$ cat src/rtl/control_fsm.sv
// Multi-cycle control unit for the 16-bit CR16-subset datapath.
// It captures each instruction word into IR during DECODE and drives the
// register file addresses and write enable. It also drives the ALU,
// immediate, memory and PC controls, and holds the compare flags that
// conditional branches read.
//
// state  | meaning
// -------+---------------------------------------------------------------
// FETCH  | memory read at PC; instruction word returns next cycle
// DECODE | instruction word from memory is latched into IR
// EXEC   | controls decoded from IR; PC advances unless the op is LOAD
// MEMWB  | LOAD only: memory data written back to Rdest, PC advances
module control_fsm (
   input  logic        clk,
   input  logic        reset,
   input  logic [15:0] instr,
   input  logic [2:0]  flagsIn,
   output logic [3:0]  srcAddr,
   output logic [3:0]  dstAddr,
   output logic        writeEn,
   output logic        wbSel,
   output logic [2:0]  aluOp,
   output logic        useImm,
   output logic [15:0] immediate,
   output logic        memRead,
   output logic        memWrite,
   output logic        addrSel,
   output logic        pcEn,
   output logic        pcSel,
   output logic [15:0] brDisp,
   output logic [1:0]  state
);

   typedef enum logic [1:0] {
      FETCH  = 2'd0,
      DECODE = 2'd1,
      EXEC   = 2'd2,
      MEMWB  = 2'd3
   } stateT;

   localparam logic [2:0] ALU_ADD   = 3'd0;
   localparam logic [2:0] ALU_SUB   = 3'd1;
   localparam logic [2:0] ALU_AND   = 3'd2;
   localparam logic [2:0] ALU_OR    = 3'd3;
   localparam logic [2:0] ALU_XOR   = 3'd4;
   localparam logic [2:0] ALU_PASSB = 3'd5;

   localparam logic [3:0] OP_RTYPE  = 4'b0000;
   localparam logic [3:0] OP_MEM    = 4'b0100;
   localparam logic [3:0] OP_BCOND  = 4'b1100;
   localparam logic [3:0] OP_LUI    = 4'b1111;

   localparam logic [3:0] EXT_LOAD  = 4'b0000;
   localparam logic [3:0] EXT_STOR  = 4'b0100;

   stateT       curState;
   stateT       nextState;
   logic [15:0] ir;
   logic [2:0]  flags;

   logic [3:0]  opcode;
   logic [3:0]  extCode;
   logic [3:0]  condCode;

   logic        opAlu;
   logic        opImm;
   logic        opCmp;
   logic        opLoad;
   logic        opStor;
   logic        opBranch;
   logic [2:0]  decAluOp;
   logic [15:0] immExt;
   logic        brTaken;

   logic        flagZ;
   logic        flagLt;
   logic        flagLo;

   assign opcode   = ir[15:12];
   assign extCode  = ir[7:4];
   assign condCode = ir[11:8];

   assign flagZ    = flags[2];
   assign flagLt   = flags[1];
   assign flagLo   = flags[0];

   // Register addresses and branch displacement follow IR at all times.
   assign srcAddr  = ir[3:0];
   assign dstAddr  = ir[11:8];
   assign brDisp   = {{8{ir[7]}}, ir[7:0]};
   assign state    = curState;

   // Instruction class decode; R-type and immediate forms share function codes.
   always_comb begin
      opAlu    = 1'b0;
      opImm    = 1'b0;
      opCmp    = 1'b0;
      opLoad   = 1'b0;
      opStor   = 1'b0;
      opBranch = 1'b0;
      decAluOp = ALU_ADD;
      immExt   = 16'h0000;
      if (opcode == OP_RTYPE) begin
         case (extCode)
            4'b0101: begin opAlu = 1'b1; decAluOp = ALU_ADD;   end
            4'b1001: begin opAlu = 1'b1; decAluOp = ALU_SUB;   end
            4'b0001: begin opAlu = 1'b1; decAluOp = ALU_AND;   end
            4'b0010: begin opAlu = 1'b1; decAluOp = ALU_OR;    end
            4'b0011: begin opAlu = 1'b1; decAluOp = ALU_XOR;   end
            4'b1101: begin opAlu = 1'b1; decAluOp = ALU_PASSB; end
            4'b1011: begin opAlu = 1'b1; opCmp = 1'b1; decAluOp = ALU_SUB; end
            default: ;
         endcase
      end else if (opcode == OP_MEM) begin
         if (extCode == EXT_LOAD) begin
            opLoad = 1'b1;
         end else if (extCode == EXT_STOR) begin
            opStor = 1'b1;
         end
      end else if (opcode == OP_BCOND) begin
         opBranch = 1'b1;
      end else begin
         // Arithmetic immediates sign-extend; logical immediates and MOVI
         // zero-extend so masks and small constants load unchanged.
         case (opcode)
            4'b0101: begin
               opAlu = 1'b1; opImm = 1'b1; decAluOp = ALU_ADD;
               immExt = {{8{ir[7]}}, ir[7:0]};
            end
            4'b1001: begin
               opAlu = 1'b1; opImm = 1'b1; decAluOp = ALU_SUB;
               immExt = {{8{ir[7]}}, ir[7:0]};
            end
            4'b0001: begin
               opAlu = 1'b1; opImm = 1'b1; decAluOp = ALU_AND;
               immExt = {8'h00, ir[7:0]};
            end
            4'b0010: begin
               opAlu = 1'b1; opImm = 1'b1; decAluOp = ALU_OR;
               immExt = {8'h00, ir[7:0]};
            end
            4'b0011: begin
               opAlu = 1'b1; opImm = 1'b1; decAluOp = ALU_XOR;
               immExt = {8'h00, ir[7:0]};
            end
            4'b1101: begin
               opAlu = 1'b1; opImm = 1'b1; decAluOp = ALU_PASSB;
               immExt = {8'h00, ir[7:0]};
            end
            4'b1011: begin
               opAlu = 1'b1; opImm = 1'b1; opCmp = 1'b1; decAluOp = ALU_SUB;
               immExt = {{8{ir[7]}}, ir[7:0]};
            end
            OP_LUI: begin
               opAlu = 1'b1; opImm = 1'b1; decAluOp = ALU_PASSB;
               immExt = {ir[7:0], 8'h00};
            end
            default: ;
         endcase
      end
   end

   // Branch condition evaluated against the stored compare flags.
   always_comb begin
      brTaken = 1'b0;
      case (condCode)
         4'b0000: brTaken = flagZ;
         4'b0001: brTaken = ~flagZ;
         4'b0010: brTaken = flagLt;
         4'b0011: brTaken = ~flagLt;
         4'b0100: brTaken = flagLo;
         4'b0101: brTaken = ~flagLo;
         4'b1110: brTaken = 1'b1;
         default: brTaken = 1'b0;
      endcase
   end

   // Next-state and control outputs; every output is zero unless the state asserts it.
   always_comb begin
      nextState = curState;
      writeEn   = 1'b0;
      wbSel     = 1'b0;
      aluOp     = ALU_ADD;
      useImm    = 1'b0;
      immediate = 16'h0000;
      memRead   = 1'b0;
      memWrite  = 1'b0;
      addrSel   = 1'b0;
      pcEn      = 1'b0;
      pcSel     = 1'b0;
      case (curState)
         FETCH: begin
            memRead   = 1'b1;
            nextState = DECODE;
         end
         DECODE: begin
            nextState = EXEC;
         end
         EXEC: begin
            if (opLoad) begin
               memRead   = 1'b1;
               addrSel   = 1'b1;
               nextState = MEMWB;
            end else begin
               pcEn      = 1'b1;
               nextState = FETCH;
               if (opStor) begin
                  memWrite = 1'b1;
                  addrSel  = 1'b1;
               end
               if (opAlu) begin
                  aluOp     = decAluOp;
                  useImm    = opImm;
                  immediate = immExt;
                  writeEn   = ~opCmp;
               end
               if (opBranch) begin
                  pcSel = brTaken;
               end
            end
         end
         MEMWB: begin
            writeEn   = 1'b1;
            wbSel     = 1'b1;
            pcEn      = 1'b1;
            nextState = FETCH;
         end
         default: nextState = FETCH;
      endcase
   end

   // State register; reset forces FETCH asynchronously so pending writes drop.
   always_ff @(posedge clk or negedge reset) begin
      if (!reset) begin
         curState <= FETCH;
      end else begin
         curState <= nextState;
      end
   end

   // Instruction register, loaded only in DECODE when memory data is valid.
   always_ff @(posedge clk or negedge reset) begin
      if (!reset) begin
         ir <= 16'h0000;
      end else if (curState == DECODE) begin
         ir <= instr;
      end
   end

   // Compare flags, updated only by CMP/CMPI at the end of EXEC.
   always_ff @(posedge clk or negedge reset) begin
      if (!reset) begin
         flags <= 3'b000;
      end else if (curState == EXEC && opCmp) begin
         flags <= flagsIn;
      end
   end

endmodule

$ cat config.mk
export PLATFORM = sky130hd
export DESIGN_NAME = control_fsm
export DESIGN_NICKNAME = d
export VERILOG_FILES = /design/src/rtl/control_fsm.sv
export SDC_FILE = /design/constraint.sdc
export NUM_CORES = 1
export LEC_CHECK = 0
export CORE_MARGIN = 2
export CORE_UTILIZATION = 30
export CTS_CLUSTER_DIAMETER = 30
export CTS_CLUSTER_SIZE = 24
export DETAILED_ROUTE_END_ITERATION = 16
export GPL_TIMING_DRIVEN = 0
export PLACE_DENSITY = 0.61
export SLEW_MARGIN = 20
export SYNTH_ARGS = -nofsm -noshare
export SYNTH_HDL_FRONTEND = slang
export SYNTH_SLANG_ARGS = --single-unit
export TNS_END_PERCENT = 50
$ cat constraint.sdc
create_clock -name clk -period 3.3 [get_ports clk]
set_clock_uncertainty 0.05 [all_clocks]
set_input_delay 0.495 -clock clk [delete_from_list [all_inputs] [get_ports clk]]
set_output_delay 0.495 -clock clk [all_outputs]
set_load 0.005 [all_outputs]
==> results of run 1 <==
## synthesized netlist by cell type (all sizes together), types with 3 or more instances
library cell | n | area share [%]
a21oi | 11 | 3.6
buf | 33 | 16
dfrtp | 21 | 34
inv | 4 | 0.97
mux2 | 16 | 12
nand2 | 25 | 6.1
nand3 | 3 | 0.97
nor2 | 10 | 2.4
nor2b | 4 | 1.6
o21ai | 6 | 2.2
xor2 | 3 | 1.7
## metrics by stage
stage | instances | total power, uW | area, um2
final | 318 | 2147 | 2406
after global routing | 318 | 2324 | 2406
after CTS | 318 | 2172 | 2404
after detailed placement | 314 | 1995 | 2359
after global placement | 314 | 1973 | 2359
after floorplan | 171 | 1367 | 1540
## kinds of logic after synthesis
logic type	count (synthesis)
flip-flops	21
AO/OA/AOI/OAI	32
buffers and inverters	38
AND/OR/NAND/NOR	59
XOR/XNOR	3
multiplexers	18
## sequential cells by signal (all words and copies together), names as in the netlist
name and count:
flags 3, ir 16, state 2
## layout make-up
type,count,area [um2]
buffer,34,247.7
multi-input combinational,112,753.2
fill,513,2636
timing repair buffer,73,730.7
inverter,4,15.01
clock buffer,4,45.04
sequential,21,526.8
tap,70,87.58
## worst max-delay path: cells and delay by family (launching register included)
kind / cells / cell delay, ps
DFF: 1 / 480
AOI/OAI and AO/OA: 3 / 880
and+or+nand+nor: 1 / 100
buffers and inverters: 2 / 830
## per-layer routing
layer / global-route usage (%) / wire, um / vias up / share of wire [%]
met5: 0 / 0 / - / 0
met4: 6.628 / 84 / 0 / 2.1
met1: 17.46 / 1738 / 674 / 42
li1: - / - / 726 / -
met3: 2.910 / 215 / 7 / 5.3
met2: 23.96 / 2052 / 40 / 50
## final timing paths
kind	startpoint	end	slack (ps)
setup / recovery	ir[7]	aluOp[2]	200
hold / removal	flags[1]	flags[1]	440
setup reg to reg	ir[6]	flags[2]	1240
hold reg to reg	flags[1]	flags[1]	440
max in group asynchronous	reset	ir[7]	1830
min in group asynchronous	reset	ir[3]	720
## where the power goes
group	internal [uW]	switching (uW)	leakage, uW
registers	389	139	0.000251
logic	874	576	0.000692
clock network	86.0	82.6	0.0000228
==> impl_metrics.yaml, run 1 <==
cts:
  cts_sinks: 21
  clockBufferDepth: 2
  clk_pin_slew_ps: 70
  cts_tree: "built"
  h-tree-depth: 1
  cts_resized: 0
  numCtsBuffers: 3
  clockRootBuffer: "clkbuf_8"
  post_cts_buffers: 0
  insertion_delay_ps: 260
  cts_hold_buf: 0
timing:
  finalMaxSlewViolations: 0
  worst_slack_ps: 200.9
  fin_crit_sh_pct: 93.91
  slew_headroom_pct: 35.42
  setup_tns_ps: 0
  rsz0062_at_grt: "false"
  fmax_mhz: 322.7
  setup_violations: 0
  worst_pin_slew_ps: 965.7
  whs_ps: 438.9
  min_period_ps: 3099
  hold_viol: 0
power:
  peakVddDrop_v: 0.0003680
  cellLeakagePower_uw: 0.0009661
  power_density_nw_per_um2: 892.5
placement:
  dp_hpwl_mm: 3.103
  dp_slack_ps: 367.4
  portBuffers: 73
  gp_congestion: 0.8162
drt:
  drt_wl_total_mm: 4.090
  vias: 1447
  first_pass_iters: 4
  wl_per_cell_um: 12.86
  drc: 0
  first_iter_violations: 49
  vias_per_cell: 4.550
  route.antenna.remaining_nets: 0
grt:
  antenna_found_initial: 0
  overflow: 0
  grt_pass1_wl_mm: 6.065
  grt_pass1_vias: 1276
  track_usage_pct: 14.23
  grt_max_degree: 22
die:
  die-area_um2: 5723
  start_util_pct: 30.55
  coreArea_um2: 5042
  die_w_um: 75.65
  num_io_pins: 74
  rows: 26
  die_h_um: 75.65
setup_path:
  slowest_delay_ps: 590
  end_kind: "output pin"
  crit_path_start_kind: "flip-flop"
  worstRegToRegCells: 5
  crit_arrival_ps: 2550
  crit_chain: "buf_2 > nor2_1 > a31oi_1 > o21ai_2 > a2111oi_1 > clkdlybuf4s50_1"
  cp_max_fo: 12
  worst-setup-path-type: "reg -> out"
  cp.required_ps: 2750
  critical-path-slowest-cell: "clkdlybuf4s50_1"
finish:
  synthToLayoutAreaGrowth_pct: 56.21
  drive_gt1_share_pct: 22.58
  final_util_pct: 47.72
  final_cell_mix: "clkdlybuf4s50_1, buf_4, nand2_1, dfrtp_1, mux2_2"
  final_nets: 270
  final_common_cell: "clkdlybuf4s50_1"
  antennaDiodeCount: 0
yosys:
  ys_types: 43
  synth_xor_area_share_pct: 1.706
  ys_ff_latch: 21
  dominantRegCellSynth: "dfrtp_1"
  synth_edf_count: 0
  async_flop_share_pct: 100.0
  yosys_warnings: 0
  synthMuxAreaShare_pct: 13.00
  synth_top_family_by_area: "simple AND/OR/NAND/NOR gates"
  avgSynthCellArea_um2: 9.007
  netlist_instances: 171
  synthAdderAreaFrac_pct: 0
  yosys.area_share.simple_pct: 19.66
  syn_area_um2: 1540
  synth.net_count: 192
  synth-compound-area-share_pct: 14.46
  ys_seq_area_share_pct: 34.12
hold_path:
  holdPathStages: 1
  hold_class: "reg -> reg"
run:
  max_cap_violations: 0
run_status:
  outcome: "completed"
(Power assumes the default switching activity.)
==> inputs of run 2 (changes only) <==
--- a/config.mk
+++ b/config.mk
@@ -5,13 +5,14 @@
 export SDC_FILE = /design/constraint.sdc
 export NUM_CORES = 1
 export LEC_CHECK = 0
+export ABC_AREA = 1
 export CORE_MARGIN = 2
 export CORE_UTILIZATION = 30
 export CTS_CLUSTER_DIAMETER = 30
 export CTS_CLUSTER_SIZE = 24
 export DETAILED_ROUTE_END_ITERATION = 16
 export GPL_TIMING_DRIVEN = 0
-export PLACE_DENSITY = 0.61
+export PLACE_DENSITY = 0.6
 export SLEW_MARGIN = 20
 export SYNTH_ARGS = -nofsm -noshare
 export SYNTH_HDL_FRONTEND = slang
==> run 2 against run 1 <==
Compared with the run above:
- final cell count grew 14%
- cell area grew 2.3%
- sequential share of layout area shrank 0.54 points
- via count grew 13%
- worst hold slack lost 310 ps
- count of clock-buffer cells in the layout shrank 1
- register-to-register slack gained 670 ps
- critical path depth grew 2
- critical endpoint is now immediate[15]
==> impl_metrics.yaml, run 2 <==
yosys:
  yosysMostFrequentCell: "nand2_1"
  synthTopCellsByArea: "dfrtp_1, buf_4, nand2_1"
  netlist_instances: 217
  synth.net_count: 238
  syn_area_um2: 1602
  ys_seq_area_share_pct: 32.81
  yosysTopAreaCell: "dfrtp_1"
  synth_edf_count: 0
  avgSynthCellArea_um2: 7.380
  synth_common_cells: "nand2_1, nor2_1, buf_4"
  synth_top_area_share_pct: 32.81
  async_flop_share_pct: 100.0
  yosys_warnings: 0
  ys_types: 26
  ys_ff_latch: 21
  dominantRegCellSynth: "dfrtp_1"
timing:
  slew_headroom_pct: 67.19
  setup_tns_ps: 0
  finalMaxSlewViolations: 0
  worst_pin_slew_ps: 492.1
  hold_viol: 0
  fmax_mhz: 368.9
  rsz0062_at_grt: "false"
  fin_crit_sh_pct: 82.14
  setup_violations: 0
  min_period_ps: 2711
  worst_slack_ps: 589.4
die:
  die-area_um2: 5939
  coreArea_um2: 5140
  num_io_pins: 74
  start_util_pct: 31.16
  die_w_um: 77.07
  die_h_um: 77.07
  rows: 26
cts:
  numCtsBuffers: 3
  cts_sinks: 21
  clockBufferDepth: 2
  clk_pin_slew_ps: 80
  h-tree-depth: 1
  cts_resized: 0
  clockRootBuffer: "clkbuf_8"
  cts_hold_buf: 0
  insertion_delay_ps: 270
  cts_tree: "built"
  post_cts_buffers: 0
drt:
  vias_per_cell: 4.492
  first_pass_iters: 4
  first_iter_violations: 57
  wl_per_cell_um: 12.20
  route.antenna.remaining_nets: 0
  drc: 0
  drt_wl_total_mm: 4.439
  vias: 1635
setup_path:
  end_kind: "output pin"
  critPathTopFamily: "buffers and inverters"
  cp.required_ps: 2750
  worst-setup-path-type: "reg -> out"
  crit_path_start_kind: "flip-flop"
  cpMostUsedCell: "nand2_4"
  slowest_delay_ps: 540
  critPathBufInv: 3
  critical-path-slowest-cell: "clkdlybuf4s50_1"
  crit_arrival_ps: 2170
  crit_chain: "buf_6 > inv_4 > nand2_1 > nor2_2 > nand2_4 > nand2_4 > nor3_2 > clkdlybuf4s50_1"
  cp_max_fo: 10
power:
  cellLeakagePower_uw: 0.001095
  power_density_nw_per_um2: 938.7
  peakVddDrop_v: 0.0004691
grt:
  grt_max_degree: 22
  track_usage_pct: 15.13
  antenna_found_initial: 0
  overflow: 0
  grt_pass1_vias: 1550
  grt_pass1_wl_mm: 7.245
finish:
  final_util_pct: 47.88
  drive_gt1_share_pct: 23.47
  final_common_cell: "clkdlybuf4s50_1"
  synthToLayoutAreaGrowth_pct: 53.67
  final_cell_mix: "clkdlybuf4s50_1, nand2_1, nor2_1, buf_4, a21oi_1"
  final_nets: 316
  top_register: "ir"
  n_fill_cell: 552
  stdcell_count: 364
  antennaDiodeCount: 0
  largest_reg_flops: 16
placement:
  dp_slack_ps: 895.2
  gp_congestion: 0.8293
  dp_hpwl_mm: 3.498
  portBuffers: 73
  placed_cells: 360
run_status:
  outcome: "completed"
hold_path:
  hold_class: "in -> async"
run:
  max_cap_violations: 0
[run 2: cells by family (layout without fill, tap and decap cells)]
group | Yosys count | in the layout | synth area share [%]
AND/OR/NAND/NOR | 113 | 113 | 34.84
buffers and inverters | 48 | 125 | 18.36
AO/OA/AOI/OAI | 30 | 30 | 10.47
flip-flops | 21 | 21 | 32.81
multiplexers | 5 | 5 | 3.515
[run 2: power breakdown]
part	switching (uW)	internal (uW)	total, uW
clock	91.3	84.5	176
sequential	172	386	558
combinational	719	858	1580
total	982	1330	2310
[run 2: final timing paths]
| kind | start | end | slack, ps | cells after the start |
|---|---|---|---|---|
| worst min-delay path | reset | ir[5] | 130 | 1 |
| min in group clk | flags[2] | flags[2] | 440 | 2 |
| worst max register to register | ir[7] | flags[1] | 1910 | 8 |
| worst max-delay path | ir[7] | immediate[15] | 590 | 8 |
| max in group asynchronous | reset | ir[8] | 2740 | 1 |
| worst min register to register | flags[2] | flags[2] | 440 | 2 |
[run 2: per-layer routing]
metal | up-vias | GRT usage [%] | routed length (um) | part of all wire (%)
met5 | - | 0 | 0 | 0
met4 | 0 | 5.000 | 87 | 2.0
met3 | 7 | 4.235 | 394 | 8.9
met2 | 63 | 23.77 | 1947 | 44
met1 | 730 | 20.07 | 2009 | 45
li1 | 835 | - | - | -
[run 2: layout make-up]
type,instances,area (um2),share of cell area (%)
clock buffers,3,41.29,1.678
plain buffers,29,220.2,8.948
inverters,19,73.82,2.999
clock inverters,1,5.005,0.2034
well taps,70,87.58,3.559
flip-flops and latches,21,525.5,21.35
multi-input cells,148,782.0,31.77
repair buffers,73,725.7,29.49
[run 2: metrics by stage]
step	cell area, um2	total power, uW	hold WS (ps)
final	2461	2310	126.1
after global routing	2461	2511	162.2
after CTS	2466	2334	446.8
after global placement	2420	2132	428.5
after detailed placement	2420	2148	421.9
after floorplan	1602	1461	149.4
